## src/rtl/bit_stream_serializer.sv

```systemverilog
// bit_stream_serializer
// Buffers parallel words in a small FIFO and serializes them MSB-first, one
// bit per unheld clock, for a downstream single-bit consumer. ser_last flags
// the LSB of each word so the consumer can align on word boundaries.
module bit_stream_serializer #(
   parameter int unsigned WIDTH = 8,
   parameter int unsigned DEPTH = 4
) (
   input  logic                         clk,
   input  logic                         rst,
   input  logic [WIDTH-1:0]             in_data,
   input  logic                         in_valid,
   output logic                         in_ready,
   input  logic                         hold,
   output logic                         ser_bit,
   output logic                         ser_valid,
   output logic                         ser_last,
   output logic [$clog2(DEPTH+1)-1:0]   fifo_count
);

   localparam int unsigned AW = $clog2(DEPTH);
   localparam int unsigned CW = $clog2(DEPTH + 1);
   localparam int unsigned IW = $clog2(WIDTH);

   typedef enum logic {
      S_IDLE  = 1'b0,
      S_SHIFT = 1'b1
   } state_t;

   // FIFO storage and bookkeeping
   logic [WIDTH-1:0] r_mem [DEPTH];
   logic [AW-1:0]    r_wr_ptr;
   logic [AW-1:0]    r_rd_ptr;
   logic [CW-1:0]    r_count;

   // Serializer state
   state_t           r_state;
   state_t           w_next_state;
   logic [WIDTH-1:0] r_shift;
   logic [IW-1:0]    r_idx;
   logic             r_ser_bit;
   logic             r_ser_valid;
   logic             r_ser_last;

   // Control strobes
   logic             w_fifo_has;
   logic             w_push;
   logic             w_pop;
   logic             w_load;
   logic             w_step;
   logic             w_to_idle;
   logic [WIDTH-1:0] w_head;
   logic [IW-1:0]    w_idx_dn;

   // FIFO handshake: ready depends only on occupancy, never on a same-cycle pop
   always_comb begin
      w_fifo_has = (r_count != '0);
      in_ready   = !rst && (r_count != CW'(DEPTH));
      w_push     = in_valid && in_ready;
      w_pop      = w_load;
      w_head     = r_mem[r_rd_ptr];
      w_idx_dn   = r_idx - IW'(1);
   end

   // Next-state logic: decide between loading a word, stepping a bit, or going idle
   always_comb begin
      w_next_state = r_state;
      w_load       = 1'b0;
      w_step       = 1'b0;
      w_to_idle    = 1'b0;
      case (r_state)
         S_IDLE: begin
            if (w_fifo_has) begin
               w_load       = 1'b1;
               w_next_state = S_SHIFT;
            end
         end
         S_SHIFT: begin
            if (!hold) begin
               if (r_idx != '0) begin
                  w_step = 1'b1;
               end else if (w_fifo_has) begin
                  // gapless reload: the next word's MSB follows the current LSB directly
                  w_load = 1'b1;
               end else begin
                  w_to_idle    = 1'b1;
                  w_next_state = S_IDLE;
               end
            end
         end
         default: begin
            w_next_state = S_IDLE;
         end
      endcase
   end

   // FSM state register
   always_ff @(posedge clk) begin
      if (rst) begin
         r_state <= S_IDLE;
      end else begin
         r_state <= w_next_state;
      end
   end

   // FIFO storage write; contents need no reset since pointers define validity
   always_ff @(posedge clk) begin
      if (w_push) begin
         r_mem[r_wr_ptr] <= in_data;
      end
   end

   // FIFO pointers and occupancy count
   always_ff @(posedge clk) begin
      if (rst) begin
         r_wr_ptr <= '0;
         r_rd_ptr <= '0;
         r_count  <= '0;
      end else begin
         if (w_push) begin
            r_wr_ptr <= r_wr_ptr + AW'(1);
         end
         if (w_pop) begin
            r_rd_ptr <= r_rd_ptr + AW'(1);
         end
         case ({w_push, w_pop})
            2'b10:   r_count <= r_count + CW'(1);
            2'b01:   r_count <= r_count - CW'(1);
            default: r_count <= r_count;
         endcase
      end
   end

   // Shifter datapath and registered serial outputs
   always_ff @(posedge clk) begin
      if (rst) begin
         r_shift     <= '0;
         r_idx       <= '0;
         r_ser_bit   <= 1'b0;
         r_ser_valid <= 1'b0;
         r_ser_last  <= 1'b0;
      end else if (w_load) begin
         r_shift     <= w_head;
         r_idx       <= IW'(WIDTH - 1);
         r_ser_bit   <= w_head[WIDTH-1];
         r_ser_valid <= 1'b1;
         r_ser_last  <= 1'b0;
      end else if (w_step) begin
         r_idx       <= w_idx_dn;
         r_ser_bit   <= r_shift[w_idx_dn];
         r_ser_valid <= 1'b1;
         r_ser_last  <= (w_idx_dn == '0);
      end else if (w_to_idle) begin
         r_ser_bit   <= 1'b0;
         r_ser_valid <= 1'b0;
         r_ser_last  <= 1'b0;
      end
   end

   // Output mapping
   always_comb begin
      ser_bit    = r_ser_bit;
      ser_valid  = r_ser_valid;
      ser_last   = r_ser_last;
      fifo_count = r_count;
   end

endmodule

```

## config.mk

```make
export PLATFORM = sky130hd
export DESIGN_NAME = bit_stream_serializer
export DESIGN_NICKNAME = d
export VERILOG_FILES = /design/src/rtl/bit_stream_serializer.sv
export SDC_FILE = /design/constraint.sdc
export NUM_CORES = 1
export LEC_CHECK = 0
export CORE_MARGIN = 2
export CORE_UTILIZATION = 57
export DETAILED_ROUTE_END_ITERATION = 8
export GPL_TIMING_DRIVEN = 0
export PLACE_DENSITY = 0.81
export SLEW_MARGIN = 20
export SYNTH_ARGS = -nofsm -noshare
export SYNTH_HDL_FRONTEND = slang
export SYNTH_SLANG_ARGS = --single-unit
```

## constraint.sdc

```tcl
create_clock -name clk -period 3.7 [get_ports clk]
set_clock_uncertainty 0.15 [all_clocks]
set_input_delay 0.555 -clock clk [delete_from_list [all_inputs] [get_ports clk]]
set_output_delay 0.555 -clock clk [all_outputs]
set_load 0.05 [all_outputs]
```

### After elaboration in Yosys (flattened, before gate mapping)

Memory sizes are Yosys's and may differ from the RTL's. A register that Yosys moved wholly into a read port is not among the register bits.
Index checks and enable logic that the tools add are counted.

* bits in registers: 22
* memory bits (writable): 32
* memories kept: 1

* add/sub/neg operators: 5
* $lt $le $gt $ge: 1
* equal/unequal tests: 3
* mux-type cells: 29
* bitwise gates (word level): 1
* reduce and logical (&&, ||, !) cells: 11

Memories
* r_mem: words 4, bits a word 8, rd ports 1, clocked after memory_dff 1, wr ports 1, line 31 `logic [WIDTH-1:0] r_mem [DEPTH];`

Operator list (number)
* 1-bit 2-to-1 mux: 21
* 3-bit nonzero test: 3
* 3-bit 2-to-1 mux: 2
* 3-bit case mux with 2 select lines: 1
* 2-bit nonzero test: 3
* 3-bit by 1-bit subtractor with 3-bit output (second input constant): 2
* 2-bit by 1-bit adder with 2-bit output (second input constant): 2
* 3-bit by 4-bit less-than comparator with 1-bit output (second input constant): 1
* 2-bit 2-to-1 mux: 2
* 1-bit case mux with 2 select lines: 2
* 3-bit by 1-bit adder with 3-bit output (second input constant): 1
* 1-bit binary-select mux with 3-bit select: 1
* 3-bit zero test: 1
* 3-bit != test (second input constant): 1
* 2-bit by 1-bit equality test with 1-bit output (second input constant): 1
* 2-bit equality test (second input constant): 1
* 1-bit logical AND: 2
* 2-bit OR reduction: 1
* 1-bit zero test: 1
* 1-bit inverter: 1

### Longest topological paths before layout

Gate-level depths: netlist of the first run.

* depth in word-level cells: 8
* depth in mapped cells: 12
* gate-level depth less buffers: 10

### Worst setup path before layout of the first run

Ideal clock, no wire load.

* path kind: register -> register
* start point: reg r_idx[0]
* end point: reg r_count[2], in the netlist fifo_count[2]
* setup time: 0.071 ns
* arrival: 2.712 ns
* data required time: 3.479 ns
* setup slack: 0.767 ns
* stages on the path, launching flop included: 13
* path through: dfxtp_1 -> clkbuf_1 -> inv_1 -> ha_1 -> or3b_4 -> a21oi_4 -> buf_12 -> ha_1 -> inv_1 -> fa_1 -> xor2_1 -> or3_1 -> a21oi_1

* cells in the longest elaborated chain, start to end: 6

RTL lines
* start: declaration: line 40 `logic [IW-1:0] r_idx;`
* start signal: assignment: line 144 `r_idx <= IW'(WIDTH - 1);`
* start signal: assignment: line 149 `r_idx <= w_idx_dn;`
* 3-bit nonzero test (*): line 80 `if (r_idx != '0) begin`
* 1-bit 2-to-1 mux (*): line 80
* 1-bit 2-to-1 mux (*): line 79 `if (!hold) begin`
* 1-bit case mux with 2 select lines (*): line 71 `case (r_state)`
* named net w_load: line 49 `logic w_load;`
* 2-bit by 1-bit equality test with 1-bit output or 2-bit equality test (tied branches): line 126 `case ({w_push, w_pop})`
* 3-bit case mux with 2 select lines or 2-bit nonzero test (tied branches)
* end signal: assignment: line 127 `2'b10: r_count <= r_count + CW'(1);`
* end signal: assignment: line 128 `2'b01: r_count <= r_count - CW'(1);`
* end signal: assignment: line 129 `default: r_count <= r_count;`
* end: declaration: line 34 `logic [CW-1:0] r_count;`

The timed path passes the listed nets; every way through them passes the cells marked *.
A chain may end at the register's enable or synchronous reset.

### Final worst setup path of the first run

Same ends and word-level chain as after synthesis.

==> impl_metrics.env, run 1 <==
export IMPL_root_buffer="clkbuf_8"
export IMPL_layout_drive_gt1_share=0.1206
export IMPL_routed_via_density=5.494
export IMPL_io_pins=19
export IMPL_grt_pass1_vias=1412
export IMPL_yosysSeqAreaShare=0.6044
export IMPL_worstSetupEndpointType="flip-flop"
export IMPL_wl_per_cell_um=15.32
export IMPL_fillerInstances=298
export IMPL_max_cap_violations=0
export IMPL_rsz0062_at_grt="no"
export IMPL_yosysUniqueCellTypes=42
export IMPL_synth_cell_area_sq_um=2385
export IMPL_whs_ns=0.3309
export IMPL_maxClockFrequency_mhz=309.0
export IMPL_cp_max_fo=10
export IMPL_grt_max_degree=20
export IMPL_status="finished clean"
export IMPL_antenna_left=0
export IMPL_hold_viol=0
export IMPL_dr_first_iter_drc_count=96
export IMPL_reg2reg_to="fifo_count[2]"
export IMPL_critPathLaunchType="flip-flop"
export IMPL_place_congestion=0.8282
export IMPL_antenna_cells=0
export IMPL_ff2ff_setup_slack_ns=0.46
export IMPL_clkTransAtPathRegs_ns=0.11
export IMPL_clock_sinks=56
export IMPL_clockBufferDepth=2
export IMPL_ys_warn_count=0
export IMPL_synth_seq_cells=56
export IMPL_cts_setup_buffers=0
export IMPL_die_height_um=68.68
export IMPL_area_growth_pct=13.75
export IMPL_hpwl_um=2749
export IMPL_synthArstFlopShare=0
export IMPL_synth_nets=195
export IMPL_first_pass_iters=4
export IMPL_tightest_slew_ns=0.5279
export IMPL_fin_crit_sh=0.8747
export IMPL_crit_arrival_ns=3.34
export IMPL_drv_slew=0
export IMPL_tns_ns=0
export IMPL_antenna_found_initial=0
export IMPL_crit_start="r_idx[0]"
export IMPL_htree_levels=2
export IMPL_wirelength_um=3814
export IMPL_reg2reg_depth=12
export IMPL_rows=23
export IMPL_path_class="flip-flop to flip-flop"
export IMPL_dp_cells=241
export IMPL_worstSkewPairLatency_ns=0.32
export IMPL_cts_inserted_buffers=5
export IMPL_synth_edff_count=32
export IMPL_required_ns=3.80
export IMPL_final_net_count=219
export IMPL_powerDensity_nw_per_um2=696.5
export IMPL_ctsHoldBuffers=0
export IMPL_grt_ovfl_total=0
export IMPL_reg2reg_from="r_idx[0]"
export IMPL_port_buffers=17
export IMPL_start_util=0.5962
export IMPL_hold_path_endpoint="ser_valid"
export IMPL_final_cells=249
export IMPL_holdCritPathClass="flip-flop to flip-flop"
export IMPL_syn_mean_instance_area_sq_um=13.71
export IMPL_ir_worst_vdd_uv=408.8
export IMPL_cts_tree="done"
export IMPL_power_leakage_uw=0.0009430
export IMPL_whs_path_depth=2
export IMPL_grt_pass1_wl_um=6555
export IMPL_setup_violations=0
export IMPL_grt_usage=0.2008
export IMPL_synth_cells=174
export IMPL_ys_flop_type="edfxtp_1"
export IMPL_drc_errors=0
export IMPL_coreArea_sq_um=4000
export IMPL_relSlewSlack=0.6469
export IMPL_chipWidth_um=68.68
export IMPL_fin_crit_ns=3.236
export IMPL_num_vias=1368
export IMPL_cts_resized=0
export IMPL_hold_path_startpoint="ser_valid"
export IMPL_dieArea_sq_um=4717
==> cell families after synthesis <==
logic type | after synthesis | share of synthesized area
AO/OA/AOI/OAI | 26 | 0.08185
XOR/XNOR | 5 | 0.01837
adder cells (fa/ha/maj) | 9 | 0.05037
multiplexers | 19 | 0.1222
AND/OR/NAND/NOR | 39 | 0.08394
flip-flops | 56 | 0.6044
buffers and inverters | 20 | 0.03882
==> state kept, by name (all words and copies together), names as in the netlist, named ones only <==
signal      flops
r_wr_ptr        2
r_mem          32
r_shift         8
ser_bit         1
r_idx           3
ser_valid       1
r_state         1
fifo_count      3
r_rd_ptr        2
ser_last        1
==> routing by layer <==
layer  global-route usage  vias up  wire length [um]
met5                    0        -                 0
met4              0.08250        0                61
met3              0.04383        6               104
met2               0.3630       19              2078
met1               0.2285      661              1570
li1                     -      682                 -
==> layout make-up <==
class,instances,area [sq um],share of cell area
clock buffer,5,68.82,0.02537
inverter,12,45.04,0.01661
multi-input combinational,98,850.8,0.3137
clock inverter,3,26.28,0.009686
timing repair buffer,17,170.2,0.06273
buffer,8,47.55,0.01753
tap,50,62.56,0.02306
sequential,56,1441,0.5314
==> cells in the mapped netlist (2+ instances only) <==
library cell,number,area (sq um)
a211oi_1,3,22.52
a21oi_1,5,25.02
and2_1,5,31.28
clkbuf_1,5,18.77
dfxtp_1,24,480.5
edfxtp_1,32,960.9
ha_1,8,100.1
inv_1,12,45.04
mux2i_1,10,100.1
mux4_2,8,180.2
nand2_1,2,7.510
nand2b_1,2,12.51
nor2_1,18,67.56
nor3_1,5,25.02
o211ai_1,2,15.01
o21ai_0,3,15.01
or3_1,2,12.51
xnor2_1,3,26.28
xor2_1,2,17.52
==> stage by stage <==
stage | worst slack, ns | total power, uW | cell area [sq um] | util
floorplan | 0.7666 | 1396 | 2385 | -
global placement | 0.3746 | 1527 | 2618 | 0.6544
detailed placement | 0.2872 | 1564 | 2618 | 0.6544
CTS | 0.4640 | 1905 | 2713 | 0.6781
global route | 0.2746 | 2012 | 2713 | 0.6781
finish | 0.4636 | 1889 | 2713 | 0.6781
==> report_power, final <==
group	total [uW]	internal, uW	switching (uW)	leakage, uW
Sequential	838	768	70.9	0.000488
Clock	341	139	201	0.0000491
Combinational	710	321	390	0.000406
Total	1890	1230	662	0.000943
==> critical path: stages, from the launching register on <==
cell and delay, ns:
dfxtp_1 0.32, clkbuf_1 0.19, inv_1 0.16, ha_1 0.19, or3b_4 0.41, a21oi_4 0.29, buf_12 0.18, ha_1 0.18
inv_1 0.06, fa_1 0.38, xor2_1 0.18, or3_1 0.31, a21oi_1 0.15
==> placed cells by master (no fill, tap or decap), types with 2 or more instances in the layout <==
cell | synthesis | routed
and2_1 | 5 | 5
xor2_1 | 2 | 2
inv_1 | 12 | 12
edfxtp_1 | 32 | 32
dfxtp_1 | 24 | 24
mux2i_1 | 10 | 10
or3_1 | 2 | 2
inv_6 | 0 | 2
xnor2_1 | 3 | 3
ha_1 | 8 | 8
nand2_1 | 2 | 2
nor3_1 | 5 | 5
clkbuf_8 | 0 | 5
o211ai_1 | 2 | 2
o21ai_0 | 3 | 3
nand2b_1 | 2 | 2
a21oi_1 | 5 | 5
clkdlybuf4s50_1 | 0 | 17
nor2_1 | 18 | 18
clkbuf_1 | 5 | 5
mux4_2 | 8 | 8
a211oi_1 | 3 | 3
==> worst max path at each step <==
stage,end,slack (ns),cells past startpoint
CTS,fifo_count[2],0.46,12
detailed placement,fifo_count[2],0.29,10
global route,fifo_count[2],0.27,12
floorplan,fifo_count[2],0.77,12
finish,fifo_count[2],0.46,12
global placement,fifo_count[2],0.37,10
No activity file was read; power rests on OpenSTA's default activity.
==> inputs of run 2 (changes only) <==
--- a/config.mk
+++ b/config.mk
@@ -10,6 +10,8 @@
 export DETAILED_ROUTE_END_ITERATION = 8
 export GPL_TIMING_DRIVEN = 0
 export PLACE_DENSITY = 0.81
+export RECOVER_POWER = 50
+export REMOVE_ABC_BUFFERS = 1
 export SLEW_MARGIN = 20
 export SYNTH_ARGS = -nofsm -noshare
 export SYNTH_HDL_FRONTEND = slang
==> run 2 against run 1 <==
  * Sequential share of layout area is 0.75 points higher
  * Non-clock buffer count is 7 lower
  * Worst hold slack better by 0.0088 ns
  * First-iteration DRC count is 32% lower
  * Sequential power is 4.1% higher
==> impl_metrics.env, run 2 (synthesis gave the netlist of run 1 again) <==
export IMPL_status="finished clean"
export IMPL_critPathLaunchType="input port"
export IMPL_grt_max_degree=27
export IMPL_antenna_cells=0
export IMPL_tightest_slew_ns=0.9509
export IMPL_rsz0062_at_grt="no"
export IMPL_path_cells="dlygate4sd3_1, a211oi_1, inv_1, ha_1, inv_1, fa_1, xor2_1, or3_1, a21oi_1"
export IMPL_grt_usage=0.1937
export IMPL_cpMaxStageDelayCell="dlygate4sd3_1"
export IMPL_num_vias=1382
export IMPL_place_congestion=0.7199
export IMPL_fillerInstances=291
export IMPL_seq_area_sq_um=1441
export IMPL_hold_viol=0
export IMPL_area_growth_pct=12.17
export IMPL_multi_input_area_sq_um=839.6
export IMPL_grt_ovfl_total=0
export IMPL_cts_tree="done"
export IMPL_grt_pass1_wl_um=6348
export IMPL_ff2ff_setup_slack_ns=0.34
export IMPL_fin_crit_sh=0.9203
export IMPL_cp_max_fo=26
export IMPL_max_cap_violations=0
export IMPL_cts_inserted_buffers=5
export IMPL_worstSetupEndpointType="flip-flop"
export IMPL_wirelength_um=4012
export IMPL_grt_pass1_vias=1387
export IMPL_cts_setup_buffers=0
export IMPL_final_common_cell="edfxtp_1"
export IMPL_clock_sinks=56
export IMPL_largest_reg_flops=32
export IMPL_final_net_count=212
export IMPL_io_pins=19
export IMPL_antenna_found_initial=0
export IMPL_tns_ns=0
export IMPL_port_buffers=18
export IMPL_rows=23
export IMPL_required_ns=3.77
export IMPL_whs_ns=0.3397
export IMPL_top_register="r_mem"
export IMPL_path_class="input port to flip-flop"
export IMPL_cts_resized=0
export IMPL_setup_violations=0
export IMPL_htree_levels=2
export IMPL_critPathMaxStageDelay_ns=1.16
export IMPL_drv_slew=0
export IMPL_maxClockFrequency_mhz=293.7
export IMPL_hpwl_um=2888
export IMPL_crit_top_cell="inv_1"
export IMPL_post_place_ws_ns=0.05148
export IMPL_clockBufferDepth=2
export IMPL_powerDensity_nw_per_um2=705.9
export IMPL_clkTransAtPathRegs_ns=0.10
export IMPL_coreArea_sq_um=4000
export IMPL_ir_worst_vdd_uv=369.7
export IMPL_crit_arrival_ns=3.48
export IMPL_antenna_left=0
export IMPL_dr_first_iter_drc_count=65
export IMPL_worst_slack_ns=0.2949
export IMPL_root_buffer="clkbuf_8"
export IMPL_finalPower_uw=1888
export IMPL_wl_per_cell_um=16.58
export IMPL_power_leakage_uw=0.0009423
export IMPL_ctsHoldBuffers=0
export IMPL_start_util=0.5962
export IMPL_relSlewSlack=0.3640
export IMPL_holdCritPathClass="flip-flop to flip-flop"
export IMPL_routed_via_density=5.711
export IMPL_chipWidth_um=68.68
export IMPL_die_height_um=68.68
export IMPL_largestRegisters="r_mem: 32 flops, r_shift: 8 flops"
export IMPL_drc_errors=0
export IMPL_fin_crit_ns=3.405
export IMPL_first_pass_iters=4
export IMPL_final_util=0.6688
export IMPL_dieArea_sq_um=4717
export IMPL_layout_drive_gt1_share=0.08854
export IMPL_layout_common_cells="32 x edfxtp_1, 24 x dfxtp_1, 18 x nor2_1, 13 x dlygate4sd3_1, 12 x inv_1"
export IMPL_worstSkewPairLatency_ns=0.30
run 2: cell count changes in the layout (fill, tap and decap cells not counted), moves of 2 or more:
cell             delta
inv_6               -2
clkbuf_1            -5
clkinv_1            +2
dlygate4sd3_1      +13
clkdlybuf4s50_1    -12
run 2: worst paths after layout:
kind,from,to,depth (start not counted)
setup reg to reg,r_idx[0],fifo_count[2],10
setup / recovery,rst,fifo_count[2],9
hold reg to reg,r_shift[7],r_shift[7],2
hold / removal,r_shift[7],r_shift[7],2
run 2: report_power, final:
part / total, uW / switching, uW / internal [uW] / leakage, uW
Sequential: 872 / 104 / 768 / 0.000488
Clock: 378 / 181 / 197 / 0.0000532
Combinational: 638 / 356 / 283 / 0.000401
Total: 1890 / 641 / 1250 / 0.000942
run 2: critical path, delay by kind of cell:
kind            cells  cell delay, ns
compound gates      2            0.49
xor+xnor            1            0.18
simple gates        1            0.32
buf+inv             3            1.35
fa+ha+maj           2            0.57
run 2: layout make-up:
cell class	instances	area share
Timing Repair Buffer	18	0.06735
Inverter	12	0.01684
Clock buffer	5	0.02572
Tap cell	50	0.02339
Sequential cell	56	0.5388
Multi-Input combinational cell	98	0.3138
Clock inverter	3	0.01403
run 2: metrics by stage:
stage | instance area [sq um] | cells
after global placement | 2580 | 234
after global routing | 2675 | 242
after floorplan | 2337 | 166
after CTS | 2686 | 242
after detailed placement | 2580 | 234
final | 2675 | 242
run 2: routing by layer:
metal / GRT usage / wire length, um
met5: 0 / 0
met4: 0.07000 / 23
met2: 0.3486 / 2147
met3: 0.04870 / 126
met1: 0.2216 / 1715
==> inputs of run 3 (changes only) <==
--- a/config.mk
+++ b/config.mk
@@ -12,7 +12,6 @@
 export PLACE_DENSITY = 0.81
 export RECOVER_POWER = 50
 export REMOVE_ABC_BUFFERS = 1
-export SLEW_MARGIN = 20
 export SYNTH_ARGS = -nofsm -noshare
 export SYNTH_HDL_FRONTEND = slang
 export SYNTH_SLANG_ARGS = --single-unit
==> results of run 3 <==
No change in the layout: final DEF, timing and power equal those of run 2.
